### src/rtl/instr_encoder_loader.sv
// ----------------------------------------------------------------------------
// instr_encoder_loader
//
// Purpose:
//   Turns a stream of decoded-operation descriptors (class, aluop, rd, rs1,
//   rs2, imm) back into 32-bit RV instruction words and writes them
//   sequentially into instruction memory, starting at a host-supplied base
//   byte address. Uses the same aluop codes as the core's decode path.
//   Descriptors that cannot be encoded still consume a slot and are written
//   as a NOP (addi x0,x0,0) while err/err_count record the event.
//
// Ports:
//   clk, rst        clock, synchronous active-high reset
//   start           one-cycle load request, only honoured in IDLE
//   base_addr       first write byte address (word aligned)
//   length          number of instructions in the program
//   busy            high while a load is in progress (RUN)
//   done            one-cycle completion pulse
//   in_valid/ready  descriptor handshake
//   in_class        0 RTYPE, 1 ITYPE, 2 LOAD, 3 STORE, 4 BRANCH, 5 XORACC
//   in_aluop        ALU code; BRANCH uses [1:0] as BEQ/BNE/BLT/BGE
//   in_rd/rs1/rs2   register indices
//   in_imm          signed immediate
//   imem_we/addr/wdata  instruction memory write port
//   err             sticky illegal-descriptor flag, cleared by start
//   err_count       illegal descriptors in the current load
//   wr_count        words written in the current load
//
// FSM states:
//   state    | meaning
//   ST_IDLE  | waiting for start; zero-length start pulses done here
//   ST_RUN   | accepting descriptors while remaining != 0; leaves one
//            | cycle after the final accept (the done/write cycle)
// ----------------------------------------------------------------------------
module instr_encoder_loader #(
    parameter int ADDR_W = 10,
    parameter int LEN_W  = 8
) (
    input  logic              clk,
    input  logic              rst,
    input  logic              start,
    input  logic [ADDR_W-1:0] base_addr,
    input  logic [LEN_W-1:0]  length,
    output logic              busy,
    output logic              done,
    input  logic              in_valid,
    output logic              in_ready,
    input  logic [2:0]        in_class,
    input  logic [3:0]        in_aluop,
    input  logic [4:0]        in_rd,
    input  logic [4:0]        in_rs1,
    input  logic [4:0]        in_rs2,
    input  logic [31:0]       in_imm,
    output logic              imem_we,
    output logic [ADDR_W-1:0] imem_addr,
    output logic [31:0]       imem_wdata,
    output logic              err,
    output logic [LEN_W-1:0]  err_count,
    output logic [LEN_W-1:0]  wr_count
);

    localparam logic [0:0] ST_IDLE = 1'b0;
    localparam logic [0:0] ST_RUN  = 1'b1;

    localparam logic [2:0] CLS_RTYPE  = 3'd0;
    localparam logic [2:0] CLS_ITYPE  = 3'd1;
    localparam logic [2:0] CLS_LOAD   = 3'd2;
    localparam logic [2:0] CLS_STORE  = 3'd3;
    localparam logic [2:0] CLS_BRANCH = 3'd4;
    localparam logic [2:0] CLS_XORACC = 3'd5;

    localparam logic [6:0] OP_RTYPE  = 7'b0110011;
    localparam logic [6:0] OP_ITYPE  = 7'b0010011;
    localparam logic [6:0] OP_LOAD   = 7'b0000011;
    localparam logic [6:0] OP_STORE  = 7'b0100011;
    localparam logic [6:0] OP_BRANCH = 7'b1100011;
    localparam logic [6:0] OP_XORACC = 7'b1110011;

    localparam logic [31:0]       NOP_WORD = 32'h0000_0013;
    localparam logic [LEN_W-1:0]  CNT_MAX  = '1;
    localparam logic [LEN_W-1:0]  CNT_ONE  = LEN_W'(1);
    localparam logic [ADDR_W-1:0] WORD_INC = ADDR_W'(4);

    logic [0:0]        state;
    logic [ADDR_W-1:0] ptr;
    logic [LEN_W-1:0]  remaining;
    logic              we_q;
    logic              done_q;
    logic              accept;

    logic signed [31:0] imm_s;
    logic               imm12_ok;
    logic               shamt_ok;
    logic               br_ok;
    logic [2:0]         f3;
    logic [6:0]         f7;
    logic               enc_ok;
    logic [31:0]        enc_word;

    // Write strobe, done and ready are masked by rst so that a reset cycle
    // never shows a write or a completion, even one already registered.
    assign busy     = (state == ST_RUN);
    assign in_ready = busy && (remaining != '0) && !rst;
    assign imem_we  = we_q && !rst;
    assign done     = done_q && !rst;
    assign accept   = in_valid && in_ready;

    // ------------------------------------------------------------------
    // Immediate range checks
    // ------------------------------------------------------------------
    assign imm_s    = $signed(in_imm);
    assign imm12_ok = (imm_s >= -32'sd2048) && (imm_s <= 32'sd2047);
    assign shamt_ok = (imm_s >= 32'sd0) && (imm_s <= 32'sd63);
    assign br_ok    = (imm_s >= -32'sd4096) && (imm_s <= 32'sd4094) && !in_imm[0];

    // ------------------------------------------------------------------
    // Encoder
    // ------------------------------------------------------------------
    always_comb begin
        f3       = 3'b000;
        f7       = 7'b0000000;
        enc_ok   = 1'b0;
        enc_word = NOP_WORD;
        case (in_class)
            CLS_RTYPE: begin
                enc_ok = 1'b1;
                case (in_aluop)
                    4'd1:    f3 = 3'b000;
                    4'd2:    f7 = 7'b0100000;
                    4'd6:    f3 = 3'b001;
                    4'd8:    f3 = 3'b010;
                    4'd9:    f3 = 3'b011;
                    4'd5:    f3 = 3'b100;
                    4'd7:    f3 = 3'b101;
                    4'd4:    f3 = 3'b110;
                    4'd3:    f3 = 3'b111;
                    default: enc_ok = 1'b0;
                endcase
                enc_word = {f7, in_rs2, in_rs1, f3, in_rd, OP_RTYPE};
            end
            CLS_ITYPE: begin
                // Shifts carry a 6-bit shamt in imm[5:0]; upper imm bits
                // (funct6) stay zero because the range check forbids them.
                enc_ok = imm12_ok;
                case (in_aluop)
                    4'd1: f3 = 3'b000;
                    4'd6: begin
                        f3     = 3'b001;
                        enc_ok = shamt_ok;
                    end
                    4'd5: f3 = 3'b100;
                    4'd7: begin
                        f3     = 3'b101;
                        enc_ok = shamt_ok;
                    end
                    default: enc_ok = 1'b0;
                endcase
                enc_word = {in_imm[11:0], in_rs1, f3, in_rd, OP_ITYPE};
            end
            CLS_LOAD: begin
                enc_ok   = imm12_ok;
                enc_word = {in_imm[11:0], in_rs1, 3'b011, in_rd, OP_LOAD};
            end
            CLS_STORE: begin
                enc_ok   = imm12_ok;
                enc_word = {in_imm[11:5], in_rs2, in_rs1, 3'b011, in_imm[4:0], OP_STORE};
            end
            CLS_BRANCH: begin
                enc_ok = br_ok;
                case (in_aluop[1:0])
                    2'd0:    f3 = 3'b000;
                    2'd1:    f3 = 3'b001;
                    2'd2:    f3 = 3'b100;
                    default: f3 = 3'b101;
                endcase
                enc_word = {in_imm[12], in_imm[10:5], in_rs2, in_rs1, f3,
                            in_imm[4:1], in_imm[11], OP_BRANCH};
            end
            CLS_XORACC: begin
                enc_ok   = 1'b1;
                enc_word = {7'b0000000, in_rs2, in_rs1, 3'b000, in_rd, OP_XORACC};
            end
            default: enc_ok = 1'b0;
        endcase
    end

    // ------------------------------------------------------------------
    // Control and write port
    // ------------------------------------------------------------------
    always_ff @(posedge clk) begin
        if (rst) begin
            state      <= ST_IDLE;
            ptr        <= '0;
            remaining  <= '0;
            we_q       <= 1'b0;
            done_q     <= 1'b0;
            imem_addr  <= '0;
            imem_wdata <= '0;
            err        <= 1'b0;
            err_count  <= '0;
            wr_count   <= '0;
        end else begin
            we_q   <= 1'b0;
            done_q <= 1'b0;
            case (state)
                ST_IDLE: begin
                    if (start) begin
                        err       <= 1'b0;
                        err_count <= '0;
                        wr_count  <= '0;
                        if (length != '0) begin
                            ptr       <= base_addr;
                            remaining <= length;
                            state     <= ST_RUN;
                        end else begin
                            done_q <= 1'b1;
                        end
                    end
                end
                ST_RUN: begin
                    if (accept) begin
                        we_q       <= 1'b1;
                        imem_addr  <= ptr;
                        imem_wdata <= enc_ok ? enc_word : NOP_WORD;
                        ptr        <= ptr + WORD_INC;
                        remaining  <= remaining - CNT_ONE;
                        if (wr_count != CNT_MAX) begin
                            wr_count <= wr_count + CNT_ONE;
                        end
                        if (!enc_ok) begin
                            err <= 1'b1;
                            if (err_count != CNT_MAX) begin
                                err_count <= err_count + CNT_ONE;
                            end
                        end
                        // Final accept: done rides along with the last write.
                        if (remaining == CNT_ONE) begin
                            done_q <= 1'b1;
                        end
                    end else if (remaining == '0) begin
                        // Stay one extra cycle so busy covers the done cycle.
                        state <= ST_IDLE;
                    end
                end
                default: state <= ST_IDLE;
            endcase
        end
    end

endmodule

### config.mk
export PLATFORM = sky130hd
export DESIGN_NAME = instr_encoder_loader
export DESIGN_NICKNAME = d
export VERILOG_FILES = /design/src/rtl/instr_encoder_loader.sv
export SDC_FILE = /design/constraint.sdc
export NUM_CORES = 1
export LEC_CHECK = 0
export ABC_AREA = 1
export BUFFER_PORTS_ARGS = -buffer_cell sky130_fd_sc_hd__buf_2
export CELL_PAD_IN_SITES_DETAIL_PLACEMENT = 0
export CELL_PAD_IN_SITES_GLOBAL_PLACEMENT = 1
export CORE_UTILIZATION = 32
export DETAILED_ROUTE_END_ITERATION = 10
export PLACE_DENSITY_LB_ADDON = 0.1
export SYNTH_ARGS = -nofsm -noshare
export SYNTH_HDL_FRONTEND = slang
export SYNTH_SLANG_ARGS = --single-unit
### constraint.sdc
create_clock -name clk -period 1.63 [get_ports clk]
set_input_delay 0.0815 -clock clk [delete_from_list [all_inputs] [get_ports clk]]
set_output_delay 0.0815 -clock clk [all_outputs]
set_load 0.005 [all_outputs]
# Yosys cells after proc, flatten, opt, wreduce, memory -nomap -nowiden
# Cells that the tools add are included.
totals:
  register_bits: 80
  latchBits: 0
  mem_bits_rw: 0
  romBits: 0
  output_inout_bits: 63
  wordCells: 112
  n_memories: 0
classes:
  n_addsub: 4
  mul: 0
  div_mod_pow: 0
  n_lt_le_gt_ge: 6
  eq_ne: 25
  shifts: 0
  mux: 40
  n_bitwise: 1
  n_reduce_logical: 26
op_table:
  columns: ["operator", "count"]
  rows:
  - ["$pmux 32 s6", 1]
  - ["$mux 8", 9]
  - ["$pmux 8 s2", 3]
  - ["$ge 32x1->1 const B", 1]
  - ["$ge 32x12->1 const B", 1]
  - ["$ge 32x13->1 const B", 1]
  - ["$le 32x12->1 const B", 1]
  - ["$le 32x13->1 const B", 1]
  - ["$le 32x7->1 const B", 1]
  - ["$mux 32", 1]
  - ["$mux 10", 3]
  - ["$pmux 3 s7", 1]
  - ["$pmux 10 s2", 1]
  - ["$pmux 3 s3", 2]
  - ["$add 8x1->8 const B", 2]
  - ["$eq 4x3->1 const B", 4]
  - ["$ne 8x8->1 const B", 2]
  - ["$reduce_bool 8->1", 2]
  - ["$mux 1", 13]
  - ["$add 10x3->10 const B", 1]
  - ["$logic_and 1x1->1", 9]
  - ["$reduce_and 3->1", 3]
  - ["$reduce_or 9->1", 1]
  - ["$eq 4x2->1 const B", 2]
  - ["other kinds (22)", 36]

# Depth between registers and ports, before layout
logic_depth:
  word_depth: 7
  mapped_depth: 16
  mapped_depth_nobuf: 15

# Least setup slack after synthesis
# Ideal clock, no wire load.
synth_timing:
  path_type: "register -> register"
  start: "reg remaining[0]"
  end: "reg wr_count[7]"
  arrival_ns: 1.567
  required_time_ns: 1.515
  setup_slack_ns: -0.052
  stages_incl_launch_ff: 15
  period_less_slack_ns: 1.682
  path_cell_list: "dfxtp_1 inv_1 ha_1 nand3_1 nand2_2 nor2_8 nand2_2 nand2_2 inv_2 nor2_2 nand2_1 nor2_2 nand3_1 nand2_1 nor2_1"
synth_via:
  elab_chain_len: 6
synth_lines:
  columns: ["element", "line", "rtl"]
  rows:
  - ["from (decl)", "86", "logic [LEN_W-1:0] remaining;"]
  - ["from (signal assigned)", "213", "remaining <= length;"]
  - ["from (signal assigned)", "226", "remaining <= remaining - CNT_ONE;"]
  - ["$reduce_bool 8->1", "103", "assign in_ready = busy && (remaining != '0) && !rst;"]
  - ["$logic_and 1x1->1 (2 in series)", "103", null]
  - ["$logic_and 1x1->1", "106", "assign accept = in_valid && in_ready;"]
  - ["$ne 2x1->1 (no source line)", null, null]
  - ["$reduce_and 3->1 (no source line)", null, null]
  - ["to (signal assigned)", "228", "wr_count <= wr_count + CNT_ONE;"]
  - ["to (decl)", "59", "output logic [LEN_W-1:0] wr_count"]
# No other way between the ends.
# A chain may end at the register's enable or synchronous reset.

# Worst setup path after layout
layout_timing:
  start: "reg remaining[5]"
  end: "reg remaining[5]"
layout_via:
  elab_chain_len: 6
  word_cells_on_any_way: 9
  classes_between: "1 x add/sub; 1 x eq/ne; 2 x mux; 5 x reduce/logical"
layout_lines:
  columns: ["element"]
  rows:
  - ["branches (longest 6 deep; another with $sub 8x1->8)"]
# Several ways; the timed one is not identified. The select of a mux whose other input is x is not followed.

==> flow_summary.yaml <==
cts:
  htree_num_levels: 3
  root_buffer: "clkbuf_16"
  cts_sinks: 77
  insertion_delay_ns: 0.34
  clockBufferDepth: 2
  clk_pin_slew_ns: 0.06
  cts_made_buffers: 9
  cts_tree: "done"
route:
  wire_per_inst_um: 14.18
  drc: 0
  routed_via_density: 4.807
  vias: 4826
  first_pass_iters: 6
  drt_first_iter_violations: 230
  final_antenna_net_count: 0
  wl_um: 14240
status:
  status: "finished, violations left"
  violations: "setup timing"
synth:
  syn_inst: 622
  synth_top_family_by_area: "simple AND/OR/NAND/NOR gates"
  yosysWarningCount: 0
  ys.flop_type: "dfxtp_1"
  yosys.area_share.simple_pct: 33.44
  synth-xor-area-share_pct: 1.634
  synth.mux.area_fraction_pct: 0
  synthAdderAreaFrac_pct: 1.751
  ys_async_sr_fraction_pct: 0
  ys_seq_elements: 77
  synth_edf_count: 0
  synth-compound-area-share_pct: 18.18
  ys_seq_area_share_pct: 35.95
  synth.avg_cell_area_um2: 6.894
  synth_area_um2: 4288
  synth_cell_types: 46
layout:
  final_cell_mix: "buf_2, nand2_1, nor2_1"
  area_growth_pct: 48.06
  diodes: 0
  final_util_pct: 49.50
  post-route-cell-area_um2: 6349
  layout_commonest_cell: "buf_2"
  drive_gt1_share_pct: 41.71
  finalNetCount: 910
power:
  clkPwrFrac_pct: 35.9
  sw_frac_of_total_pct: 29.75
  pwr-share-seq_pct: 38.7
  p_total_w: 0.005324
  peakVddDrop_v: 0.0003775
  combPwrFrac_pct: 25.5
  p_sw_w: 0.001584
  p_int_w: 0.003740
  pwr_density_cell_nw_per_um2: 838.6
  p_leak_nw: 2.847
timing:
  setup_tns_ns: -0.01735
  finalMaxSlewViolations: 0
  finalSetupViolations: 1
  fin_ws_ns: -0.01735
  fmaxAchievable_ghz: 0.6070
  min_period_over_period_pct: 101.1
  slew_headroom_pct: 52.00
  rsz0062_at_grt: "yes"
  timing.final.hold_violations: 0
  finalClockSkew_ns: 0.006499
  tightest_slew_ns: 0.7144
  whs_ns: 0.01689
  period_minus_slack_ns: 1.647
global_routing:
  antenna_found_initial: 0
  grt_usage_pct: 19.98
  grt_pass1_vias: 4619
  grt_max_degree: 27
  gr-total-overflow: 0
  grt_first_pass_wirelength_um: 22180
worst_setup_path:
  crit_fanout: 2
  endpoint_kind: "register"
  critical_path.cell_chain: "inv_2, buf_4, buf_4, buf_4, buf_4, buf_4, buf_4, buf_4, buf_4, buf_4, a21oi_2"
  worstSetupStartpointType: "register"
  critical_path_class: "reg -> reg"
  arrival_ns: 1.92
  cpPeakStageDelay_ns: 0.35
  r2r_cells: 11
  crit_top_cell: "buf_4"
  cp_slowest_cell: "dfxtp_2"
  crit_required_ns: 1.91
placement:
  port_buffers: 136
  placed_area_um2: 5540
  gp_congestion: 0.8268
  place_hpwl_um: 10180
die:
  rows: 41
  die_h_um: 117.8
  dieArea_um2: 13870
  initial_core_util_pct: 33.43
  ios: 139
  die_w_um: 117.8
  coreArea_um2: 12820
job:
  cap_violations: 0
hold_path:
  whs_path_depth: 3
  hold_path_class: "in -> reg"
[path summary, 6_finish.rpt]
check / start / end / slack (ns)
setup / recovery: remaining[5] / remaining[5] / -0.02
hold / removal: in_imm[5] / imem_wdata[25] / 0.02
setup reg to reg: remaining[5] / remaining[5] / -0.02
hold reg to reg: imem_wdata[29] / imem_wdata[29] / 0.46
[cells in the mapped netlist (2+ instances only)]
master | n | share of area, %
a211oi_1 | 3 | 0.53
a21oi_1 | 32 | 3.7
a21oi_2 | 19 | 3.9
a221oi_1 | 3 | 0.61
a31oi_1 | 8 | 1.2
buf_12 | 2 | 0.93
buf_2 | 5 | 0.58
buf_4 | 6 | 1.1
clkbuf_1 | 11 | 0.96
dfxtp_1 | 77 | 36
ha_1 | 6 | 1.8
inv_1 | 51 | 4.5
inv_2 | 8 | 0.70
nand2_1 | 131 | 11
nand2_2 | 26 | 3.8
nand3_1 | 42 | 4.9
nand4_1 | 5 | 0.73
nor2_1 | 82 | 7.2
nor2_2 | 6 | 0.88
nor3_1 | 10 | 1.2
nor4_1 | 4 | 0.58
o21ai_0 | 46 | 5.4
o22ai_1 | 6 | 0.88
o31ai_1 | 2 | 0.35
or2_1 | 2 | 0.29
or2_2 | 3 | 0.44
xnor2_1 | 2 | 0.41
xor2_1 | 6 | 1.2
[state kept, by name (all words and copies together), names as in the netlist]
name,cells
imem_wdata,29
imem_addr,10
ptr,10
err_count,8
remaining,8
wr_count,8
busy,1
done_q,1
err,1
we_q,1
[cell families after synthesis]
family / after synthesis
xor gates and xnor gates: 8
adders and majority gates: 6
AOI/OAI and AO/OA: 127
and+or+nand+nor: 319
buffers and inverters: 84
DFF: 77
other: 1
[routing by layer]
layer | track usage, % | wire (um) | vias to the layer above
li1 | - | - | 2472
met5 | 0 | 0 | -
met4 | 8.253 | 282 | 0
met1 | 26.05 | 6743 | 2211
met3 | 3.634 | 643 | 21
met2 | 32.28 | 6571 | 122
[worst max-delay path, delay by kind of cell, from the launching register on]
family | cells | cell delay (ns)
AOI/OAI and AO/OA | 1 | 0.09
buffers and inverters | 10 | 1.14
DFF | 1 | 0.35
[power groups by stage]
stage               combinational [W]  sequential (W)  clock (W)
floorplan                    0.000619         0.00209          0
global placement              0.00109         0.00209          0
detailed placement            0.00109         0.00209          0
CTS                           0.00123         0.00205    0.00197
global route                  0.00149         0.00207    0.00204
finish                        0.00136         0.00206    0.00191
[stage by stage]
step           cells  setup slack [ns]
6_report        1004          -0.01735
5_1_grt         1004          -0.09347
4_1_cts          998          -0.01287
3_5_place_dp     965           -0.1069
3_3_place_gp     965           -0.1028
2_1_floorplan    623         -0.004987
[final cells by class]
class / instances / area, um^2
clock buffers: 14 / 274.0
clock inverters: 1 / 5.005
fillers: 1323 / 6476
inverters: 60 / 250.2
multi-input cells: 463 / 2659
flip-flops and latches: 77 / 1551
well taps: 172 / 215.2
repair buffers: 214 / 1360
repair inverters: 3 / 33.78
[what timing repair did]
item	CTS	global route
gates resized for setup	18	66
gates cloned	1	5
setup endpoints to repair	15	64
hold buffers	6	0
setup buffers	11	2
hold endpoints to repair	6	0
pin swaps	7	21
Note: power is estimated with default switching activity, not from simulation.
